--- src/rtl/ball_loop_automaton.sv ---
// -----------------------------------------------------------------------------
// ball_loop_automaton
//
// Location automaton that runs a nested X/Y/Z/W loop program. It is a
// closed-system verification benchmark, so there is no datapath I/O. A one-hot
// program counter `loc` covers locations L0..L8:
//   * L7 is the error location (the assertion target).
//   * L8 is the exit and idle location.
// The block also provides a start handshake, a saturating back-edge counter
// and a sticky one-hot integrity monitor.
//
// Parameters
//   W       data width of x, y, z, w (all arithmetic wraps mod 2^W)
//   STEP    increment applied to x in L2 (a multiple of 2^W makes L7 reachable)
//   Y_STEP  increment applied to y in L0 (0 keeps y frozen)
//   MAX_IT  saturation value of iter_cnt
//
// Ports
//   clk        in   clock, rising edge
//   rst_n      in   asynchronous active-low reset
//   start      in   launch request; accepted only when done & !err & onehot_ok
//   y_init     in   value loaded into y on an accepted start
//   w_init     in   value loaded into w on an accepted start
//   inj_loc    in   fault-injection hook, XORed into loc on every write (tie 0)
//   loc        out  location register, bit i = Li
//   x, y, z    out  program variables
//   err        out  loc[7], sticky until reset
//   done       out  loc[8]
//   busy       out  neither error nor exit location active
//   onehot_ok  out  registered one-hot check of loc (one cycle late)
//   iter_cnt   out  count of L5->L1 back-edges, saturating at MAX_IT
//   iter_sat   out  iter_cnt == MAX_IT
// -----------------------------------------------------------------------------
module ball_loop_automaton #(
  parameter int W      = 3,
  parameter int STEP   = 1,
  parameter int Y_STEP = 0,
  parameter int MAX_IT = 15,
  localparam int ITW   = $clog2(MAX_IT + 1)
) (
  input  logic           clk,
  input  logic           rst_n,
  input  logic           start,
  input  logic [W-1:0]   y_init,
  input  logic [W-1:0]   w_init,
  input  logic [8:0]     inj_loc,
  output logic [8:0]     loc,
  output logic [W-1:0]   x,
  output logic [W-1:0]   y,
  output logic [W-1:0]   z,
  output logic           err,
  output logic           done,
  output logic           busy,
  output logic           onehot_ok,
  output logic [ITW-1:0] iter_cnt,
  output logic           iter_sat
);

  // Location indices into the one-hot register.
  typedef enum logic [3:0] {
    L0 = 4'd0, L1 = 4'd1, L2 = 4'd2, L3 = 4'd3, L4 = 4'd4,
    L5 = 4'd5, L6 = 4'd6, L7 = 4'd7, L8 = 4'd8
  } loc_idx_e;

  localparam logic [W-1:0]   STEP_W   = W'(STEP);
  localparam logic [W-1:0]   Y_STEP_W = W'(Y_STEP);
  localparam logic [ITW-1:0] MAX_IT_W = ITW'(MAX_IT);
  localparam logic [8:0]     LOC_IDLE = 9'h100;
  localparam logic [8:0]     LOC_L0   = 9'h001;

  logic [W-1:0]   w;
  logic [8:0]     loc_next;
  logic [8:0]     loc_adv;
  logic [W-1:0]   x_next;
  logic [W-1:0]   y_next;
  logic [W-1:0]   z_next;
  logic [W-1:0]   w_next;
  logic [ITW-1:0] iter_next;
  logic           start_ok;
  logic           x_eq_y;
  logic           w_nz;
  logic           z_nz;
  logic           back_edge;

  assign x_eq_y    = (x == y);
  assign w_nz      = (w != '0);
  assign z_nz      = (z != '0);
  assign back_edge = loc[L5] & ~x_eq_y;
  assign start_ok  = start & loc[L8] & ~loc[L7] & onehot_ok;

  assign err      = loc[L7];
  assign done     = loc[L8];
  assign busy     = ~(loc[L7] | loc[L8]);
  assign iter_sat = (iter_cnt == MAX_IT_W);

  // Each bit of the next location is an OR of its predecessor edges. This
  // keeps the transition well defined even when loc is not one-hot: several
  // active bits each contribute their own successors.
  always_comb begin
    loc_adv     = '0;
    loc_adv[L0] = 1'b0;
    loc_adv[L1] = loc[L0] | back_edge;
    loc_adv[L2] = loc[L1];
    loc_adv[L3] = loc[L2] & w_nz;
    loc_adv[L4] = loc[L3];
    loc_adv[L5] = loc[L4] | (loc[L2] & ~w_nz);
    loc_adv[L6] = loc[L5] & x_eq_y;
    loc_adv[L7] = loc[L7] | (loc[L6] & z_nz);
    loc_adv[L8] = loc[L8] | (loc[L6] & ~z_nz);
  end

  // Next-state logic. While the integrity monitor reports a broken
  // encoding, every variable holds. Only the fault-injection XOR still
  // reaches loc in that case, so the test hook can repair the register.
  always_comb begin
    loc_next  = loc ^ inj_loc;
    x_next    = x;
    y_next    = y;
    z_next    = z;
    w_next    = w;
    iter_next = iter_cnt;

    if (onehot_ok) begin
      if (start_ok) begin
        // x and z keep their values across a launch.
        loc_next  = LOC_L0 ^ inj_loc;
        y_next    = y_init;
        w_next    = w_init;
        iter_next = '0;
      end else begin
        loc_next = loc_adv ^ inj_loc;

        if (loc[L1]) begin
          x_next = y;
        end else if (loc[L2] & w_nz) begin
          x_next = x + STEP_W;
        end

        if (loc[L0]) begin
          y_next = y + Y_STEP_W;
        end

        // z priority: L0 clears, then L3 sets, then the back-edge clears.
        if (loc[L0]) begin
          z_next = '0;
        end else if (loc[L3]) begin
          z_next = W'(1);
        end else if (back_edge) begin
          z_next = '0;
        end

        if (back_edge && (iter_cnt != MAX_IT_W)) begin
          iter_next = iter_cnt + ITW'(1);
        end
      end
    end
  end

  always_ff @(posedge clk or negedge rst_n) begin
    if (!rst_n) begin
      loc       <= LOC_IDLE;
      x         <= '0;
      y         <= '0;
      z         <= '0;
      w         <= '0;
      iter_cnt  <= '0;
      onehot_ok <= 1'b1;
    end else begin
      onehot_ok <= $onehot(loc);
      loc       <= loc_next;
      x         <= x_next;
      y         <= y_next;
      z         <= z_next;
      w         <= w_next;
      iter_cnt  <= iter_next;
    end
  end

endmodule
--- config.mk ---
export PLATFORM = sky130hd
export DESIGN_NAME = ball_loop_automaton
export DESIGN_NICKNAME = d
export VERILOG_FILES = /design/src/rtl/ball_loop_automaton.sv
export SDC_FILE = /design/constraint.sdc
export NUM_CORES = 1
export LEC_CHECK = 0
export BUFFER_PORTS_ARGS = -buffer_cell sky130_fd_sc_hd__buf_2
export CAP_MARGIN = 20
export CORE_MARGIN = 2
export CORE_UTILIZATION = 28
export CTS_BUF_LIST = sky130_fd_sc_hd__clkbuf_8
export DETAILED_ROUTE_END_ITERATION = 8
export PLACE_DENSITY_LB_ADDON = 0.15
export SETUP_SLACK_MARGIN = 0.5
export SLEW_MARGIN = 10
export SYNTH_ARGS = -nofsm -noshare
export SYNTH_HDL_FRONTEND = slang
export SYNTH_SLANG_ARGS = --single-unit
--- constraint.sdc ---
create_clock -name clk -period 4.2 [get_ports clk]
set_clock_uncertainty 0.05 [all_clocks]
set_input_delay 0.84 -clock clk [delete_from_list [all_inputs] [get_ports clk]]
set_output_delay 0.84 -clock clk [all_outputs]
set_load 0.02 [all_outputs]
==> results of run 1 <==
critical path: stages, from the launching register on:
cell and delay, ns:
dfrtp_1 0.41, inv_1 0.09, fa_1 0.56, fa_1 0.43, fa_1 0.47, fa_1 0.43
fa_1 0.41, nor3_1 0.20, mux2i_1 0.10, nor3b_1 0.19
synth_stat cells (all sizes together):
master    n
dfrtp    22
inv      14
o21ai     8
xor2      7
buf       6
mux2      6
fa        5
nand2     5
xnor2     5
ha        4
mux2i     4
o22ai     4
a21oi     3
clkbuf    3
nand3     3
nor3      3
a21boi    2
a31oi     2
and3      2
dfstp     2
nor2      2
nor3b     2
o211ai    2
o21a      2
or3       2
a2bb2oi   1
a41oi     1
and2      1
conb      1
nand3b    1
nand4     1
nor2b     1
nor4      1
nor4b     1
o22a      1
o31a      1
o31ai     1
or3b      1
or4       1
sequential cells by signal (all words and copies together) (netlist names):
signal	flops
iter_cnt	4
loc	9
onehot_ok	1
w	3
x	3
y	3
z	1
where the power goes:
group          internal, W  total [W]  switching, W
sequential        0.000351   0.000489      0.000138
clock            0.0000838   0.000161     0.0000775
combinational     0.000459    0.00105      0.000593
metal layers:
metal | up-vias | GRT usage, % | wire, um
li1 | 541 | - | -
met1 | 544 | 17.0 | 1510
met2 | 25 | 22.2 | 1670
met3 | 2 | 2.54 | 168
met4 | 0 | 4.09 | 22
met5 | - | 0 | 0
timing repair:
action                     in CTS  in global routing
setup buffers                   0                  0
setup endpoints to repair       0                  1
resized for setup               0                  1
cell type report:
cell class	count	area, um2
fillers	512	3100
multi-input cells	88	709
flip-flops and latches	24	603
repair buffers	42	210
well taps	67	83.8
clock buffers	4	55.1
inverters	14	52.6
per-stage QoR:
| stage | utilization (%) | instances | cell area (um2) | worst slack [ns] | hold WS [ns] |
|---|---|---|---|---|---|
| 2_1_floorplan | - | 135 | 1430 | 0.856 | 0.454 |
| 3_3_place_gp | 34.4 | 235 | 1660 | 0.886 | 0.466 |
| 3_5_place_dp | 34.4 | 235 | 1660 | 0.787 | 0.479 |
| 4_1_cts | 35.6 | 239 | 1710 | 0.748 | 0.499 |
| 5_1_grt | 35.6 | 239 | 1710 | 0.524 | 0.520 |
| 6_report | 35.6 | 239 | 1710 | 0.785 | 0.498 |
worst min-delay path by stage:
stage / endpoint / slack, ns / cells after the start
after floorplan: w[1]$_DFFE_PN0P_ / 0.45 / 1
after global placement: w[1]$_DFFE_PN0P_ / 0.47 / 1
after detailed placement: w[0]$_DFFE_PN0P_ / 0.48 / 1
after CTS: w[0]$_DFFE_PN0P_ / 0.50 / 1
after global routing: w[0]$_DFFE_PN0P_ / 0.52 / 1
final: iter_cnt[0]$_DFFE_PN0P_ / 0.50 / 1
logic make-up after synthesis:
logic type                 share of synthesized area, %
AOI/OAI and AO/OA                                  12.7
and+or+nand+nor                                    11.2
DFF                                                42.4
buffers and inverters                              7.92
xor gates and xnor gates                           7.39
muxes                                              7.57
adders and majority gates                          10.6
other                                             0.264
==> results by group, run 1 <==
Timing
  – Crit share post-route: 81.3%
  – Final hold violation count: 0
  – RSZ-0062 raised after global routing: no
  – Max Clk Rate: 293 MHz
  – Fin crit period: 3.41 ns
  – Final setup vio count: 0
  – Setup Total Neg Slack: 0 ns
  – Worst slew pin tran: 0.653 ns
  – Fin. max-slew vios: 0
  – Relative slew slack: 56.3%

Drt
  – Via density: 4.65
  – DRT iter0 DRCs: 17
  – Via count: 1112
  – Pre-Repair DR Iteration Count: 4
  – Final WL: 3370 um
  – DRC: 0
  – Routed wire per std cell: 14.1 um
  – Routed Antenna Nets: 0

Finish
  – Antenna fix cells: 0
  – Share of cells above drive strength 1: 32.6%
  – Commonest non-fill, non-tap cell in the layout: buf_2
  – Number of nets in the layout: 200
  – Most frequent cells in the layout: 42 x buf_2, 22 x dfrtp_1, 13 x inv_1, 8 x o21ai_0, 7 x xor2_1
  – Synth-to-layout area growth: 20.6%

CTS
  – Clock Tree Root: clkbuf_8
  – CTS buffer count: 3
  – CTS clk-pin slew, worst paths: 0.09 ns
  – Clk sink count: 24
  – TritonCTS clock tree: done
  – Maximum clock path buffer count: 2
  – Clock latency at the later pin of the worst-skew pair: 0.27 ns
  – H-Tree Depth: 1
  – Hold_buf cts: 0

Global route
  – Antenna violations before repair: 0
  – First-pass GRT wire length: 5550 um
  – Largest net degree at the start of global routing: 25
  – GRT Overall Usage: 13.1%
  – Vias in the first global route: 1169
  – Grt ovf: 0

Floorplanning
  – Die ar.: 5660 um2
  – Row count: 25
  – Die width: 75.3 um
  – Boundary pin count: 45
  – Core area: 4820 um2
  – Initial Utilization: 29.5%
  – Die height: 75.3 um

Setup path
  – Worst flop-to-flop path startpoint: loc[0]$_DFF_PN0_
  – Reg2reg path depth: 9
  – Critical path endpoint category: flop
  – CP startpoint kind: flop
  – CP Launch Point: loc[0]$_DFF_PN0_
  – CP Data Arrival Time: 3.56 ns
  – Kind of critical path: flop to flop
  – R2r setup slk: 0.79 ns
  – Crit-path max FO: 5
  – FF-to-FF End: onehot_ok$_DFF_PN1_
  – Required time of the worst setup path: 4.34 ns
  – Setup crit end: onehot_ok$_DFF_PN1_

Place
  – PortBufs: 42
  – RD Place Congestion: 0.794
  – Post-DP HPWL: 2640 um

Synth
  – Seq/Total Area, Yosys: 42.4%
  – #FFs+latches synth: 24
  – Top cells by area, synth: dfrtp_1 39%, fa_1 7.0%, mux2_2 4.8%
  – Syn_area_per_cell: 10.6 um2
  – Share of the synthesized area in the top cell type: 38.7%
  – Synth Cell Area: 1420 um2
  – Area leader, netlist: dfrtp_1
  – Synthesis warning total: 0
  – Syn Inst Count: 134
  – Post-synth cell types: 41

Hold path
  – Hold Crit Class: primary input to asynchronous set/reset pin

Power
  – Maximum vdd drop: 0.000429 V
  – Power per cell area: 993 nW/um2
  – Total power: 0.00170 W
  – Leakage: 0.844 nW

Status
  – Outcome: complete, no violations

Job
  – Max cap viols: 0
No activity file was read; power rests on OpenSTA's default activity.
==> inputs of run 2 (changes only) <==
==> constraint.sdc (replaced) <==
create_clock -name clk -period 3.5 [get_ports clk]
set_clock_uncertainty 0.05 [all_clocks]
set_input_delay 0.7 -clock clk [delete_from_list [all_inputs] [get_ports clk]]
set_output_delay 0.7 -clock clk [all_outputs]
set_load 0.02 [all_outputs]
==> results by group, run 2 (synthesis results as in run 1) <==
Power
  – Switch Pwr: 0.00101 W
  – Maximum vdd drop: 0.000410 V
  – Sequential share of power: 26.3%
  – Combinational Power Share: 62.2%
  – Clock power frac: 11.5%
  – Power per cell area: 1250 nW/um2
  – Total power: 0.00220 W
  – Sw Ratio: 45.9%
  – Internal power: 0.00119 W
  – Leakage: 0.856 nW

Drt
  – Via count: 1125
  – Via density: 4.67
  – Routed Antenna Nets: 0
  – Routed wire per std cell: 14.1 um
  – DRC: 0
  – DRT iter0 DRCs: 38
  – Final WL: 3410 um
  – Pre-Repair DR Iteration Count: 4

CTS
  – Clk sink count: 24
  – Clock latency at the later pin of the worst-skew pair: 0.28 ns
  – Clock Tree Root: clkbuf_8
  – Maximum clock path buffer count: 2
  – CTS clk-pin slew, worst paths: 0.09 ns
  – CTS buffer count: 3
  – H-Tree Depth: 1
  – Hold_buf cts: 0
  – TritonCTS clock tree: done

Setup path
  – Critical path endpoint category: flop
  – Buf+Inv Stages, Crit Path: 1
  – Top Family by Delay on Critical Path: adder cells
  – Required time of the worst setup path: 3.66 ns
  – Kind of critical path: flop to flop
  – CP startpoint kind: flop
  – Critical Path Max Stage Delay: 0.51 ns
  – Critical Path Stages: 9
  – Crit-path max FO: 4
  – Crit-path most repeated cell: fa_1
  – CP max-delay cell: fa_1
  – CP Data Arrival Time: 3.37 ns
  – CP Cell Sequence: inv_1 -> fa_1 -> fa_1 -> fa_1 -> fa_2 -> fa_2 -> nor3_1 -> mux2i_1 -> nor3b_2
  – Reg2reg path depth: 9

Timing
  – Worst slew pin tran: 0.670 ns
  – Fin. max-slew vios: 0
  – Final setup vio count: 0
  – Fin crit period: 3.22 ns
  – Max Clk Rate: 311 MHz
  – Crit share post-route: 91.9%
  – RSZ-0062 raised after global routing: yes
  – Relative slew slack: 55.2%
  – Final hold violation count: 0
  – Setup Total Neg Slack: 0 ns

Place
  – RD Place Congestion: 0.805
  – Post-DP HPWL: 2610 um
  – PortBufs: 42

Status
  – Outcome: complete, no violations

Floorplanning
  – Boundary pin count: 45
  – Row count: 25
  – Initial Utilization: 29.5%
  – Die ar.: 5660 um2
  – Die width: 75.3 um
  – Core area: 4820 um2
  – Die height: 75.3 um

Finish
  – Largest registers: loc: 9 flops, iter_cnt: 4 flops
  – Biggest register: loc
  – Number of nets in the layout: 202
  – Share of cells above drive strength 1: 37.4%
  – Synth-to-layout area growth: 23.8%
  – Max reg flops: 9
  – Antenna fix cells: 0
  – Commonest non-fill, non-tap cell in the layout: buf_2
  – Most frequent cells in the layout: 42 x buf_2, 19 x dfrtp_1, 12 x inv_1, 8 x o21ai_0, 7 x xor2_1

Job
  – Max cap viols: 0

Global route
  – Antenna violations before repair: 0
  – GRT Overall Usage: 12.9%
  – Grt ovf: 0
  – Largest net degree at the start of global routing: 25
  – First-pass GRT wire length: 5440 um
  – Vias in the first global route: 1124

Hold path
  – Hold Crit Class: primary input to asynchronous set/reset pin
-- run 2: power by group through the flow --
stage | clock [W] | sequential, W | combinational, W
floorplan | 0 | 0.000689 | 0.000834
global placement | 0 | 0.000583 | 0.00125
detailed placement | 0 | 0.000592 | 0.00129
CTS | 0.000261 | 0.000580 | 0.00134
global route | 0.000270 | 0.000602 | 0.00151
finish | 0.000253 | 0.000578 | 0.00136
-- run 2: layout make-up --
| type | count | area [um2] |
|---|---|---|
| fillers | 529 | 3060 |
| multi-input cells | 88 | 719 |
| flip-flops and latches | 24 | 607 |
| repair buffers | 44 | 225 |
| well taps | 67 | 83.8 |
| inverters | 14 | 52.6 |
| clock buffers | 3 | 41.3 |
| clock inverters | 1 | 30.0 |
-- run 2: final timing paths --
kind	startpoint	to	slack, ns
min in group clk	w[1]$_DFFE_PN0P_	w[1]$_DFFE_PN0P_	0.51
max in group asynchronous	rst_n	loc[1]$_DFF_PN0_	2.62
setup reg to reg	loc[3]$_DFF_PN0_	onehot_ok$_DFF_PN1_	0.28
hold / removal	rst_n	loc[7]$_DFF_PN0_	0.36
setup / recovery	loc[3]$_DFF_PN0_	onehot_ok$_DFF_PN1_	0.28
hold reg to reg	w[1]$_DFFE_PN0P_	w[1]$_DFFE_PN0P_	0.51
-- run 2: metrics by stage --
stage | hold slack [ns] | instances | cell area, um2 | setup slack, ns | utilization [%]
6_report | 0.364 | 241 | 1760 | 0.284 | 36.5
2_1_floorplan | 0.354 | 135 | 1430 | 0.304 | -
5_1_grt | 0.404 | 241 | 1760 | 0.178 | 36.5
4_1_cts | 0.376 | 241 | 1750 | 0.229 | 36.4
3_3_place_gp | 0.465 | 235 | 1670 | 0.283 | 34.6
3_5_place_dp | 0.465 | 235 | 1670 | 0.204 | 34.6
-- run 2: metal layers --
metal | vias to the layer above | global-route usage, % | wire length (um)
li1 | 544 | - | -
met1 | 547 | 17.0 | 1550
met2 | 29 | 21.3 | 1640
met3 | 5 | 2.81 | 173
met4 | 0 | 3.51 | 45
met5 | - | 0 | 0
-- run 2: timing repair --
item / in CTS / in global routing
pin swaps: 1 / 1
setup endpoints to repair: 1 / 1
buffers inserted: 2 / 0
gates resized for setup: 1 / 1
==> inputs of run 3 (changes only) <==
--- a/config.mk
+++ b/config.mk
@@ -9,9 +9,10 @@
 export CAP_MARGIN = 20
 export CORE_MARGIN = 2
 export CORE_UTILIZATION = 28
-export CTS_BUF_LIST = sky130_fd_sc_hd__clkbuf_8
+export CTS_BUF_LIST = sky130_fd_sc_hd__clkbuf_8 sky130_fd_sc_hd__clkbuf_16
 export DETAILED_ROUTE_END_ITERATION = 8
 export PLACE_DENSITY_LB_ADDON = 0.15
+export REMOVE_ABC_BUFFERS = 1
 export SETUP_SLACK_MARGIN = 0.5
 export SLEW_MARGIN = 10
 export SYNTH_ARGS = -nofsm -noshare
==> results by group, run 3 (synthesis results as in run 1) <==
Drt
  – Final WL: 3380 um
  – Pre-Repair DR Iteration Count: 4
  – Via count: 1109
  – DRC: 0
  – DRT iter0 DRCs: 31
  – Via density: 4.51
  – Routed Antenna Nets: 0
  – Routed wire per std cell: 13.7 um

Setup path
  – CP Cell Sequence: inv_1 -> fa_1 -> fa_1 -> fa_1 -> fa_2 -> fa_2 -> nor3_2 -> mux2i_1 -> nor3b_1
  – Reg2reg path depth: 9
  – CP max-delay cell: fa_1
  – CP Data Arrival Time: 3.39 ns
  – Critical Path Max Stage Delay: 0.56 ns
  – Crit-path max FO: 2
  – CP startpoint kind: flop
  – Buf+Inv Stages, Crit Path: 1
  – Required time of the worst setup path: 3.64 ns
  – Critical path endpoint category: flop
  – Crit-path most repeated cell: fa_1
  – Kind of critical path: flop to flop
  – Top Family by Delay on Critical Path: adder cells
  – R2r setup slk: 0.25 ns
  – FF-to-FF End: onehot_ok$_DFF_PN1_
  – Worst flop-to-flop path startpoint: loc[0]$_DFF_PN0_

Floorplanning
  – Initial Utilization: 29.5%
  – Die height: 75.3 um
  – Boundary pin count: 45
  – Row count: 25
  – Core area: 4820 um2
  – Die ar.: 5660 um2
  – Die width: 75.3 um

CTS
  – H-Tree Depth: 1
  – Clock Tree Root: clkbuf_8
  – CTS clk-pin slew, worst paths: 0.08 ns
  – Clk sink count: 24
  – CTS buffer count: 3
  – Maximum clock path buffer count: 2
  – Hold_buf cts: 0
  – TritonCTS clock tree: done
  – Clock latency at the later pin of the worst-skew pair: 0.27 ns

Place
  – Post-DP HPWL: 2510 um
  – RD Place Congestion: 0.754
  – PortBufs: 42

Finish
  – Largest registers: loc: 9 flops, iter_cnt: 4 flops
  – Synth-to-layout area growth: 24.3%
  – Most frequent cells in the layout: 42 x buf_2, 22 x dfrtp_1, 14 x inv_1, 8 x o21ai_0
  – Share of cells above drive strength 1: 36.3%
  – Fill cell count: 521
  – Commonest non-fill, non-tap cell in the layout: buf_2
  – Max reg flops: 9
  – Antenna fix cells: 0
  – Multi-input logic area: 719 um2
  – Sequential cell area: 603 um2
  – Number of nets in the layout: 207
  – Biggest register: loc

Hold path
  – Hold Crit Class: primary input to asynchronous set/reset pin

Timing
  – Final hold violation count: 0
  – Worst slew pin tran: 0.768 ns
  – Relative slew slack: 48.7%
  – Fin. max-slew vios: 0
  – RSZ-0062 raised after global routing: yes
  – Setup Total Neg Slack: 0 ns
  – Max Clk Rate: 308 MHz
  – Fin crit period: 3.25 ns
  – Final setup vio count: 0
  – Crit share post-route: 92.9%

Global route
  – GRT Overall Usage: 12.8%
  – Vias in the first global route: 1121
  – Grt ovf: 0
  – First-pass GRT wire length: 5440 um
  – Largest net degree at the start of global routing: 25
  – Antenna violations before repair: 0

Power
  – Power per cell area: 1210 nW/um2
  – Maximum vdd drop: 0.000393 V
  – Total power: 0.00215 W
  – Leakage: 0.875 nW

Job
  – Max cap viols: 0

Status
  – Outcome: complete, no violations
-- run 3: final cells by class --
cell class | instances | share of cell area [%]
Multi-Input combinational cell | 88 | 40.7
Clock inverter | 1 | 0.212
Inverter | 14 | 2.97
Timing Repair Buffer | 49 | 14.9
Tap cell | 67 | 4.75
Clock buffer | 3 | 2.34
Sequential cell | 24 | 34.1
-- run 3: worst max-delay path by stage --
stage	startpoint	end	cells past startpoint
4_1_cts	loc[1]$_DFF_PN0_	onehot_ok$_DFF_PN1_	9
3_3_place_gp	loc[1]$_DFF_PN0_	onehot_ok$_DFF_PN1_	9
2_1_floorplan	loc[0]$_DFF_PN0_	onehot_ok$_DFF_PN1_	9
5_1_grt	loc[0]$_DFF_PN0_	onehot_ok$_DFF_PN1_	9
3_5_place_dp	loc[1]$_DFF_PN0_	onehot_ok$_DFF_PN1_	9
6_report	loc[0]$_DFF_PN0_	onehot_ok$_DFF_PN1_	9
-- run 3: power by group --
group          total [W]  switching, W  internal, W
Clock           0.000168     0.0000893    0.0000786
Sequential      0.000569      0.000148     0.000421
Combinational    0.00141      0.000761     0.000648
-- run 3: metal layers --
metal / wire length (um) / GRT usage (%) / up-vias
met2: 1580 / 21.8 / 34
met1: 1510 / 16.2 / 522
li1: - / - / 548
met4: 26 / 2.34 / 0
met3: 262 / 4.02 / 5
met5: 0 / 0 / -
-- run 3: timing repair --
action,in CTS,in global routing
pin swaps,0,1
buffers inserted,3,4
gates resized for setup,2,2
gates cloned,0,0
setup endpoints to repair,1,1
-- run 3: metrics by stage --
step | utilization [%] | setup slack [ns] | hold WS (ns) | instance area, um2 | cells
after floorplan | - | 0.156 | 0.354 | 1370 | 126
final | 36.7 | 0.248 | 0.359 | 1770 | 246
after CTS | 35.9 | 0.211 | 0.374 | 1730 | 242
after global routing | 36.7 | 0.151 | 0.405 | 1770 | 246
after detailed placement | 34.4 | 0.0893 | 0.478 | 1660 | 235
after global placement | 34.4 | 0.209 | 0.471 | 1660 | 235
